===== src/rtl/ring_arb_pkg.sv =====
`default_nettype none
// ============================================================================
// Module      : ring_arb_pkg
// Description : Shared types, defaults and ring helper for ring_rr_arbiter.
// Revision    : 1.0 - initial release
// ============================================================================
package ring_arb_pkg;

    typedef enum logic [0:0] {
        IDLE = 1'b0,
        BUSY = 1'b1
    } arb_state_t;

    localparam int N_DEF        = 4;
    localparam int MAX_HOLD_DEF = 8;

    // Rotates the low `width` bits of vec left by one; callers narrow the result.
    function automatic logic [63:0] rotl1(input logic [63:0] vec, input int width);
        logic [63:0] res;
        res = '0;
        for (int i = 0; i < 63; i++) begin
            if (i + 1 < width) begin
                res[i+1] = vec[i];
            end
        end
        res[0] = vec[6'(width - 1)];
        return res;
    endfunction

endpackage
`default_nettype wire


===== src/rtl/rr_pick.sv =====
`default_nettype none
// ============================================================================
// Module      : rr_pick
// Description : Combinational round-robin pick via doubled-vector mask scan.
// Revision    : 1.0 - initial release
// ============================================================================
module rr_pick
    import ring_arb_pkg::*;
#(
    parameter int N = N_DEF
) (
    input  logic [N-1:0] req,
    input  logic [N-1:0] ring,
    output logic [N-1:0] pick,
    output logic         any
);

    logic [N-1:0]   w_mask_lo;
    logic [2*N-1:0] w_dbl;
    logic [2*N-1:0] w_low;

    // Lower copy keeps only positions at or above the ring bit; the upper copy
    // supplies the wrapped-around candidates, so the lowest set bit is the winner.
    assign w_mask_lo = ~(ring - N'(1));
    assign w_dbl     = {req, req} & {{N{1'b1}}, w_mask_lo};
    assign w_low     = w_dbl & (~w_dbl + (2*N)'(1));
    assign pick      = w_low[N-1:0] | w_low[2*N-1:N];
    assign any       = |req;

endmodule
`default_nettype wire


===== src/rtl/ring_rr_arbiter.sv =====
`default_nettype none
// ============================================================================
// Module      : ring_rr_arbiter
// Description : Round-robin arbiter with one-hot priority ring and hold timeout.
// Revision    : 1.0 - initial release
// ============================================================================
module ring_rr_arbiter
    import ring_arb_pkg::*;
#(
    parameter int N        = N_DEF,
    parameter int MAX_HOLD = MAX_HOLD_DEF
) (
    input  logic                 clk,
    input  logic                 reset,
    input  logic [N-1:0]         req,
    input  logic [N-1:0]         done,
    output logic [N-1:0]         grant,
    output logic                 busy,
    output logic [$clog2(N)-1:0] owner,
    output logic [N-1:0]         ring,
    output logic                 timeout
);

    localparam int c_OW     = $clog2(N);
    localparam int c_HOLD_W = $clog2(MAX_HOLD + 1);
    localparam logic [c_HOLD_W-1:0] c_HOLD_LAST = c_HOLD_W'(MAX_HOLD - 1);
    localparam logic [c_HOLD_W-1:0] c_HOLD_MAX  = c_HOLD_W'(MAX_HOLD);

    arb_state_t          r_state;
    arb_state_t          w_state_nxt;
    logic [N-1:0]        r_grant;
    logic                r_busy;
    logic [c_OW-1:0]     r_owner;
    logic [N-1:0]        r_ring;
    logic                r_timeout;
    logic [c_HOLD_W-1:0] r_hold;

    logic [N-1:0]        w_grant_nxt;
    logic                w_busy_nxt;
    logic [c_OW-1:0]     w_owner_nxt;
    logic [N-1:0]        w_ring_nxt;
    logic                w_timeout_nxt;
    logic [c_HOLD_W-1:0] w_hold_nxt;

    logic [N-1:0]        w_pick;
    logic                w_any;
    logic [c_OW-1:0]     w_pick_idx;
    logic                w_release;
    logic                w_expire;
    logic [N-1:0]        w_owner_oh;
    logic [N-1:0]        w_ring_rot;

    rr_pick #(
        .N (N)
    ) u_pick (
        .req  (req),
        .ring (r_ring),
        .pick (w_pick),
        .any  (w_any)
    );

    always_comb begin
        w_pick_idx = '0;
        for (int i = 0; i < N; i++) begin
            if (w_pick[i]) begin
                w_pick_idx = c_OW'(i);
            end
        end
    end

    // Release wins over expiry so a same-edge done never produces a timeout.
    assign w_release  = (r_state == BUSY) && (done[r_owner] || !req[r_owner]);
    assign w_expire   = (r_state == BUSY) && !w_release && (r_hold == c_HOLD_LAST);
    assign w_owner_oh = N'(1) << r_owner;
    assign w_ring_rot = N'(rotl1(64'(w_owner_oh), N));

    always_ff @(posedge clk) begin
        if (reset) begin
            r_state <= IDLE;
        end else begin
            r_state <= w_state_nxt;
        end
    end

    always_comb begin
        w_state_nxt = r_state;
        case (r_state)
            IDLE:    if (w_any) w_state_nxt = BUSY;
            BUSY:    if (w_release || w_expire) w_state_nxt = IDLE;
            default: w_state_nxt = IDLE;
        endcase
    end

    always_comb begin
        w_grant_nxt   = r_grant;
        w_busy_nxt    = r_busy;
        w_owner_nxt   = r_owner;
        w_ring_nxt    = r_ring;
        w_timeout_nxt = 1'b0;
        w_hold_nxt    = r_hold;
        case (r_state)
            IDLE: begin
                w_grant_nxt = '0;
                w_busy_nxt  = 1'b0;
                if (w_any) begin
                    w_grant_nxt = w_pick;
                    w_owner_nxt = w_pick_idx;
                    w_busy_nxt  = 1'b1;
                    w_hold_nxt  = '0;
                end
            end
            BUSY: begin
                if (w_release || w_expire) begin
                    w_grant_nxt   = '0;
                    w_busy_nxt    = 1'b0;
                    w_ring_nxt    = w_ring_rot;
                    w_timeout_nxt = w_expire;
                end else if (r_hold != c_HOLD_MAX) begin
                    w_hold_nxt = r_hold + c_HOLD_W'(1);
                end
            end
            default: begin
                w_grant_nxt = '0;
                w_busy_nxt  = 1'b0;
            end
        endcase
    end

    always_ff @(posedge clk) begin
        if (reset) begin
            r_grant   <= '0;
            r_busy    <= 1'b0;
            r_owner   <= '0;
            r_ring    <= N'(1);
            r_timeout <= 1'b0;
            r_hold    <= '0;
        end else begin
            r_grant   <= w_grant_nxt;
            r_busy    <= w_busy_nxt;
            r_owner   <= w_owner_nxt;
            r_ring    <= w_ring_nxt;
            r_timeout <= w_timeout_nxt;
            r_hold    <= w_hold_nxt;
        end
    end

    assign grant   = r_grant;
    assign busy    = r_busy;
    assign owner   = r_owner;
    assign ring    = r_ring;
    assign timeout = r_timeout;

endmodule
`default_nettype wire


===== config.mk =====
export PLATFORM = sky130hd
export DESIGN_NAME = ring_rr_arbiter
export DESIGN_NICKNAME = d
export VERILOG_FILES = /design/src/rtl/ring_arb_pkg.sv /design/src/rtl/rr_pick.sv /design/src/rtl/ring_rr_arbiter.sv
export SDC_FILE = /design/constraint.sdc
export NUM_CORES = 1
export LEC_CHECK = 0
export ABC_AREA = 1
export CAP_MARGIN = 20
export CORE_MARGIN = 5
export CORE_UTILIZATION = 47
export CTS_BUF_LIST = sky130_fd_sc_hd__clkbuf_4
export DETAILED_ROUTE_END_ITERATION = 8
export PLACE_DENSITY = 0.77
export SLEW_MARGIN = 20
export SYNTH_ARGS = -nofsm -noshare
export SYNTH_HDL_FRONTEND = slang
export SYNTH_HIERARCHICAL = 1
export SYNTH_SLANG_ARGS = --single-unit

===== constraint.sdc =====
create_clock -name clk -period 1.35 [get_ports clk]
set_input_delay 0.2025 -clock clk [delete_from_list [all_inputs] [get_ports clk]]
set_output_delay 0.2025 -clock clk [all_outputs]
set_load 0.02 [all_outputs]

==> results.tsv, run 1 <==
metric	value	unit
IO buf count	21	
die height	57.0	microns
Crit Path Category	flip-flop to flip-flop	
gr ovfl total	0	
Initial DRC Count	39	
layout cells sized above 1	41.2	%
WP data required	1580	ps
hold depth	2	
Slew Limit Fails	0	
IO Pins	22	
vias in the first global route	1099	
Hold Crit Class	flip-flop to flip-flop	
Clock Tree Buf Depth	2	
Tot Pwr	1630	uW
Clock Latency Late Sink	300	ps
Root Driver	clkbuf_4	
GRT Util Overall	19.1	%
H-tree depth	1	
Crit-path slowest cell	dfxtp_4	
number of fill cells	184	
Tmin final	1500	ps
Detail Route Antenna Nets	0	
drc violations	0	
Power Density	1020	nW/um^2
final wirelength	3.00	mm
clock buffer count from CTS	3	
Syn Nets	166	
Hold WS	488	ps
core area	2170	sq um
# rows	17	
post-route setup slack	-151	ps
first-pass GRT wire length	4.86	mm
Fin Clk Skew	5.99	ps
vias	1118	
CP peak stage delay	360	ps
Worst R2R Path Depth	12	
synthesis-stage register bit count	17	
WL per Instance	13.5	microns
post-layout util	73.5	%
Fin Setup TNS	-497	ps
crit path cell chain	inv_2 > ha_4 > nand2_2 > nand2_2 > inv_2 > nand2_4 > nor2_4 > nand3_2 > nand2_2 > nand2_2 > buf_4 > a21oi_2	
failing checks	setup timing	
Detailed Routing Iterations Pass 1	4	
CP max FO	3	
Max transition margin	79.7	%
synthesized netlist cell count	153	
die area	3250	sq um
final setup fails	7	
Layout Cells excl Fill	222	
Via density	5.04	
antenna diode count	0	
Initial Util	47.9	%
Die X	57.0	microns
outcome	finished, violations left	
clk sink count	17	
Syn Std Cell Area	1040	sq um
Mean Syn Cell Area	6.79	sq um
fin crit share	111	%
Ys Warns	6	
CTS tree	built	
P&R area growth vs syn	53.6	%
CP Launch Type	flip-flop	
largest net degree at the start of global routing	11	
Fin. Hold Viols	0	
initial antenna violation count	0	
CP arrival	1730	ps
clock transition at the registers of the reported paths	100	ps
maximum vdd drop	977	uV
Placed Cells	213	
Pleak	0.000717	uW
Distinct cells, synth	24	
crit-path most repeated cell	nand2_2	
unrepaired setup endpoints after global routing	yes	
fmax	666	MHz
slew of the pin with the lowest slew margin	302	ps
Max-cap violations	0	
post-DP HPWL	2.20	mm
register area share after synthesis	32.8	%
crit path capture type	flip-flop	
Hold Buf Count CTS	0	
fin nets	208	
gpl congestion	0.814	
[placed cells by master, fill, tap and decap left out, drive strengths merged, types with 9 or more instances in the layout]
cell type,n
clkdlybuf4s50,9
dlygate4sd2,9
a21oi,12
inv,18
buf,19
nand3,23
nor2,21
nand2,45
dfxtp,17
[state kept, by name, indices dropped and copies added, names as in the netlist]
name     count
grant        4
r_hold       4
ring         4
owner        2
busy         1
r_state      1
timeout      1
[final cells by class]
class	count	area [sq um]	share of cell area (%)
Clock buffer	4	30.0	1.88
Inverter	18	75.1	4.71
Multi-Input combinational cell	115	757	47.5
Sequential cell	17	358	22.4
Tap cell	28	35.0	2.20
Timing Repair Buffer	40	340	21.3
[cells in the mapped netlist (all sizes together)]
cell	n	share of area [%]
nor4	1	0.60
a21oi	12	5.8
nand3	23	13
nor3	1	0.48
nand3b	1	0.72
a31oi	1	0.60
clkbuf	1	0.36
nor2	21	9.9
nand2	44	18
buf	3	2.6
inv	18	6.7
ha	3	3.6
dfxtp	17	33
o21ai	5	2.4
o21a	1	0.72
xor2	1	0.84
[path summary, 6_finish.rpt]
check        startpoint       end  slack [ps]
max             ring[1]  grant[1]        -150
min                busy      busy         490
max reg2reg     ring[1]  grant[1]        -150
min reg2reg        busy      busy         490
[cell families after synthesis]
logic type	share of synthesized area, %
DFF	32.8
adders and majority gates	3.61
xor gates and xnor gates	0.844
and+or+nand+nor	43.5
buffers and inverters	9.76
AOI/OAI and AO/OA	9.52
[worst max-delay path: cells and delay by family (launching register included)]
family / cells / cell delay (ps)
flops: 1 / 360
compound gates: 1 / 100
fa+ha+maj: 1 / 240
buf+inv: 3 / 240
simple gates: 7 / 470
[per-stage QoR]
step,setup WS [ps],cell area (sq um)
after detailed placement,-353,1390
after global placement,-262,1390
final,-151,1600
after CTS,-155,1460
after global routing,-211,1600
after floorplan,-84.9,1060
[power breakdown]
part | total, uW | switching [uW] | internal, uW
Combinational | 720 | 408 | 312
Clock | 295 | 159 | 135
Sequential | 618 | 63.8 | 554
Total | 1630 | 631 | 1000
[routing by layer]
layer / share of wire [%] / wire [microns] / GRT usage, %
met1: 42 / 1270 / 22.4
met2: 52 / 1550 / 32.5
met3: 4.0 / 120 / 6.56
met4: 1.9 / 57 / 6.62
met5: 0 / 0 / 0
[repair_timing]
action / CTS / global route
buffers inserted: 1 / 3
cloned: 0 / 1
pin swaps: 5 / 10
hold endpoints to repair: 0 / 0
endpoints found under the setup margin: 29 / 17
resized for setup: 28 / 31
No activity file was read; power rests on OpenSTA's default activity.
==> run 2: changes to the inputs <==
Settings changed: CORE_UTILIZATION 47 to 55, DONT_BUFFER_PORTS from default to 1, PLACE_DENSITY 0.77 to 0.72, RECOVER_POWER from default to 25, TNS_END_PERCENT from default to 10.
==> run 2 against run 1 <==
The flow still finishes with violations (setup timing). Worst setup slack improved by 51 ps. Global-route usage increased by 0.43 points. Sequential share of layout area increased by 5.7 points. Register-to-register slack improved by 50 ps. Wire length decreased by 20%. Final area decreased by 22%. Final cell count decreased by 12%. Clock skew increased by 5.0 ps. Utilization decreased by 3.2 points. Via count decreased by 9.4%. Flip-flop and latch count unchanged. Non-clock buffer count decreased by 23. Critical endpoint is now owner[0].
==> results.tsv, run 2 (synthesis gave the netlist of run 1 again) <==
metric	value	unit	change
CTS tree	built		
Detail Route Antenna Nets	0		unchanged
pre-CTS setup slack	-163	ps	+190 ps
CP peak stage delay	370	ps	about the same
Fin Clk Skew	10.9	ps	+4.95 ps
die area	2860	sq um	-12%
Pleak	0.000573	uW	-20%
worst r2r src	ring[0]		
GRT Util Overall	19.6	%	+0.43 points
gpl congestion	0.849		+4.4%
WL per Instance	12.3	microns	-9.1%
maximum vdd drop	638	uV	-35%
die height	53.5	microns	-6.2%
CP max FO	3		unchanged
drc violations	0		unchanged
Crit-path slowest cell	dfxtp_4		
P&R area growth vs syn	19.5	%	
number of fill cells	164		-11%
most frequent cells in the layout	35 x nand2_1, 18 x nand3_1, 18 x nor2_1, 16 x buf_4, 14 x dfxtp_1		
Tot Pwr	1420	uW	-13%
first-pass GRT wire length	4.15	mm	-15%
Fin. Hold Viols	0		unchanged
vias in the first global route	1007		-8.4%
fmax	690	MHz	+3.5%
failing checks	setup timing		
Max-cap violations	0		unchanged
Root Driver	clkbuf_4		
clock transition at the registers of the reported paths	100	ps	about the same
crit path capture type	flip-flop		
gr ovfl total	0		unchanged
fin nets	184		-12%
Layout Cells excl Fill	195		-12%
most common cell after layout, fill and taps aside	nand2_1		
R2R Setup Slk	-100	ps	+50 ps
Crit Path Category	flip-flop to flip-flop		
slew of the pin with the lowest slew margin	388	ps	+86.6 ps
initial antenna violation count	0		unchanged
Max transition margin	74.0	%	-5.7 points
Power Density	1140	nW/um^2	+12%
CP Launch Type	flip-flop		
vias	1013		-9.4%
clk sink count	17		unchanged
Clock Latency Late Sink	290	ps	about the same
core area	1760	sq um	-19%
hold worst-path end	ring[0]		
clock buffer count from CTS	3		unchanged
Clock Tree Buf Depth	2		unchanged
antenna diode count	0		unchanged
Worst R2R Path Depth	12		unchanged
final setup fails	11		+4
Initial Util	58.9	%	+11 points
Die X	53.5	microns	-6.2%
Hold WS	144	ps	-344 ps
WP data required	1530	ps	-50 ps
post-DP HPWL	1.88	mm	-15%
# rows	15		-2
largest net degree at the start of global routing	11		unchanged
IO Pins	22		unchanged
IO buf count	0		-100%
Detailed Routing Iterations Pass 1	4		unchanged
crit path cell chain	inv_4 > ha_4 > nand2_2 > nand2_2 > inv_2 > nand2_2 > nor2_1 > nand3_1 > nand2_1 > nand2_2 > o21ai_2 > o21a_1		
Via density	5.19		+3.2%
H-tree depth	1		unchanged
Tmin final	1450	ps	-50.8 ps
CP arrival	1640	ps	-90 ps
Hold Crit Class	primary input to flip-flop		
HP Start	reset		
Slew Limit Fails	0		unchanged
final wirelength	2.40	mm	-20%
R2R Path End	owner[0]		
fin crit share	107	%	-3.8 points
Placed Cells	189		-11%
unrepaired setup endpoints after global routing	yes		
outcome	finished, violations left		
hold depth	2		unchanged
layout cells sized above 1	28.8	%	-12 points
post-route setup slack	-100	ps	+50.8 ps
crit-path most repeated cell	nand2_2		
Initial DRC Count	29		-26%
## run 2: power breakdown
part           internal, uW  switching (uW)
sequential              552            66.9
clock                   110             171
combinational           214             306
total                   876             544
## run 2: critical path: cells and delay by family, from the launching register on
kind | cells | cell delay, ps
buffers and inverters | 2 | 80
AND/OR/NAND/NOR | 7 | 420
AO/OA/AOI/OAI | 2 | 220
flip-flops | 1 | 370
adder cells (fa/ha/maj) | 1 | 260
## run 2: repair_timing
item                       in CTS  in global routing
resized for setup               2                  6
hold endpoints to repair       10                  0
pin swaps                       3                  0
hold buffers                    1                  0
setup endpoints to repair      10                 16
buffers inserted                1                  0
## run 2: cell type report
type	count	area [sq um]	area share, %
clock buffer	3	22.5	1.81
multi-input combinational	114	631	50.8
clock inverter	1	5.00	0.403
tap	25	31.3	2.52
sequential	17	349	28.1
timing repair buffer	17	130	10.5
inverter	18	72.6	5.85
## run 2: worst max-delay path by stage
stage | start | slack, ps | endpoint
after global placement | ring[0] | -90 | owner[0]
after global routing | ring[1] | -220 | owner[0]
after detailed placement | ring[1] | -160 | owner[0]
after floorplan | ring[0] | -80 | owner[0]
after CTS | ring[1] | -120 | owner[0]
final | ring[0] | -100 | owner[0]
## run 2: layer usage
metal / vias to the layer above / part of all wire (%) / global-route usage, %
met3: 2 / 6.9 / 5.35
met2: 28 / 47 / 31.4
met1: 460 / 46 / 25.5
li1: 523 / - / -
met5: - / 0 / 0
met4: 0 / 0.54 / 4.68
## run 2: per-stage QoR
step | utilization, % | TNS [ps] | cell area (sq um)
finish | 70.4 | -502 | 1240
global route | 70.4 | -2330 | 1240
CTS | 69.4 | -515 | 1220
global placement | 66.5 | -94.5 | 1170
detailed placement | 66.5 | -337 | 1170
floorplan | - | -232 | 1060
==> run 3: changes to the inputs <==
Settings changed: SLEW_MARGIN 20 to 5.
==> results of run 3 <==
The final DEF is identical to that of run 2; final timing and power are the same.
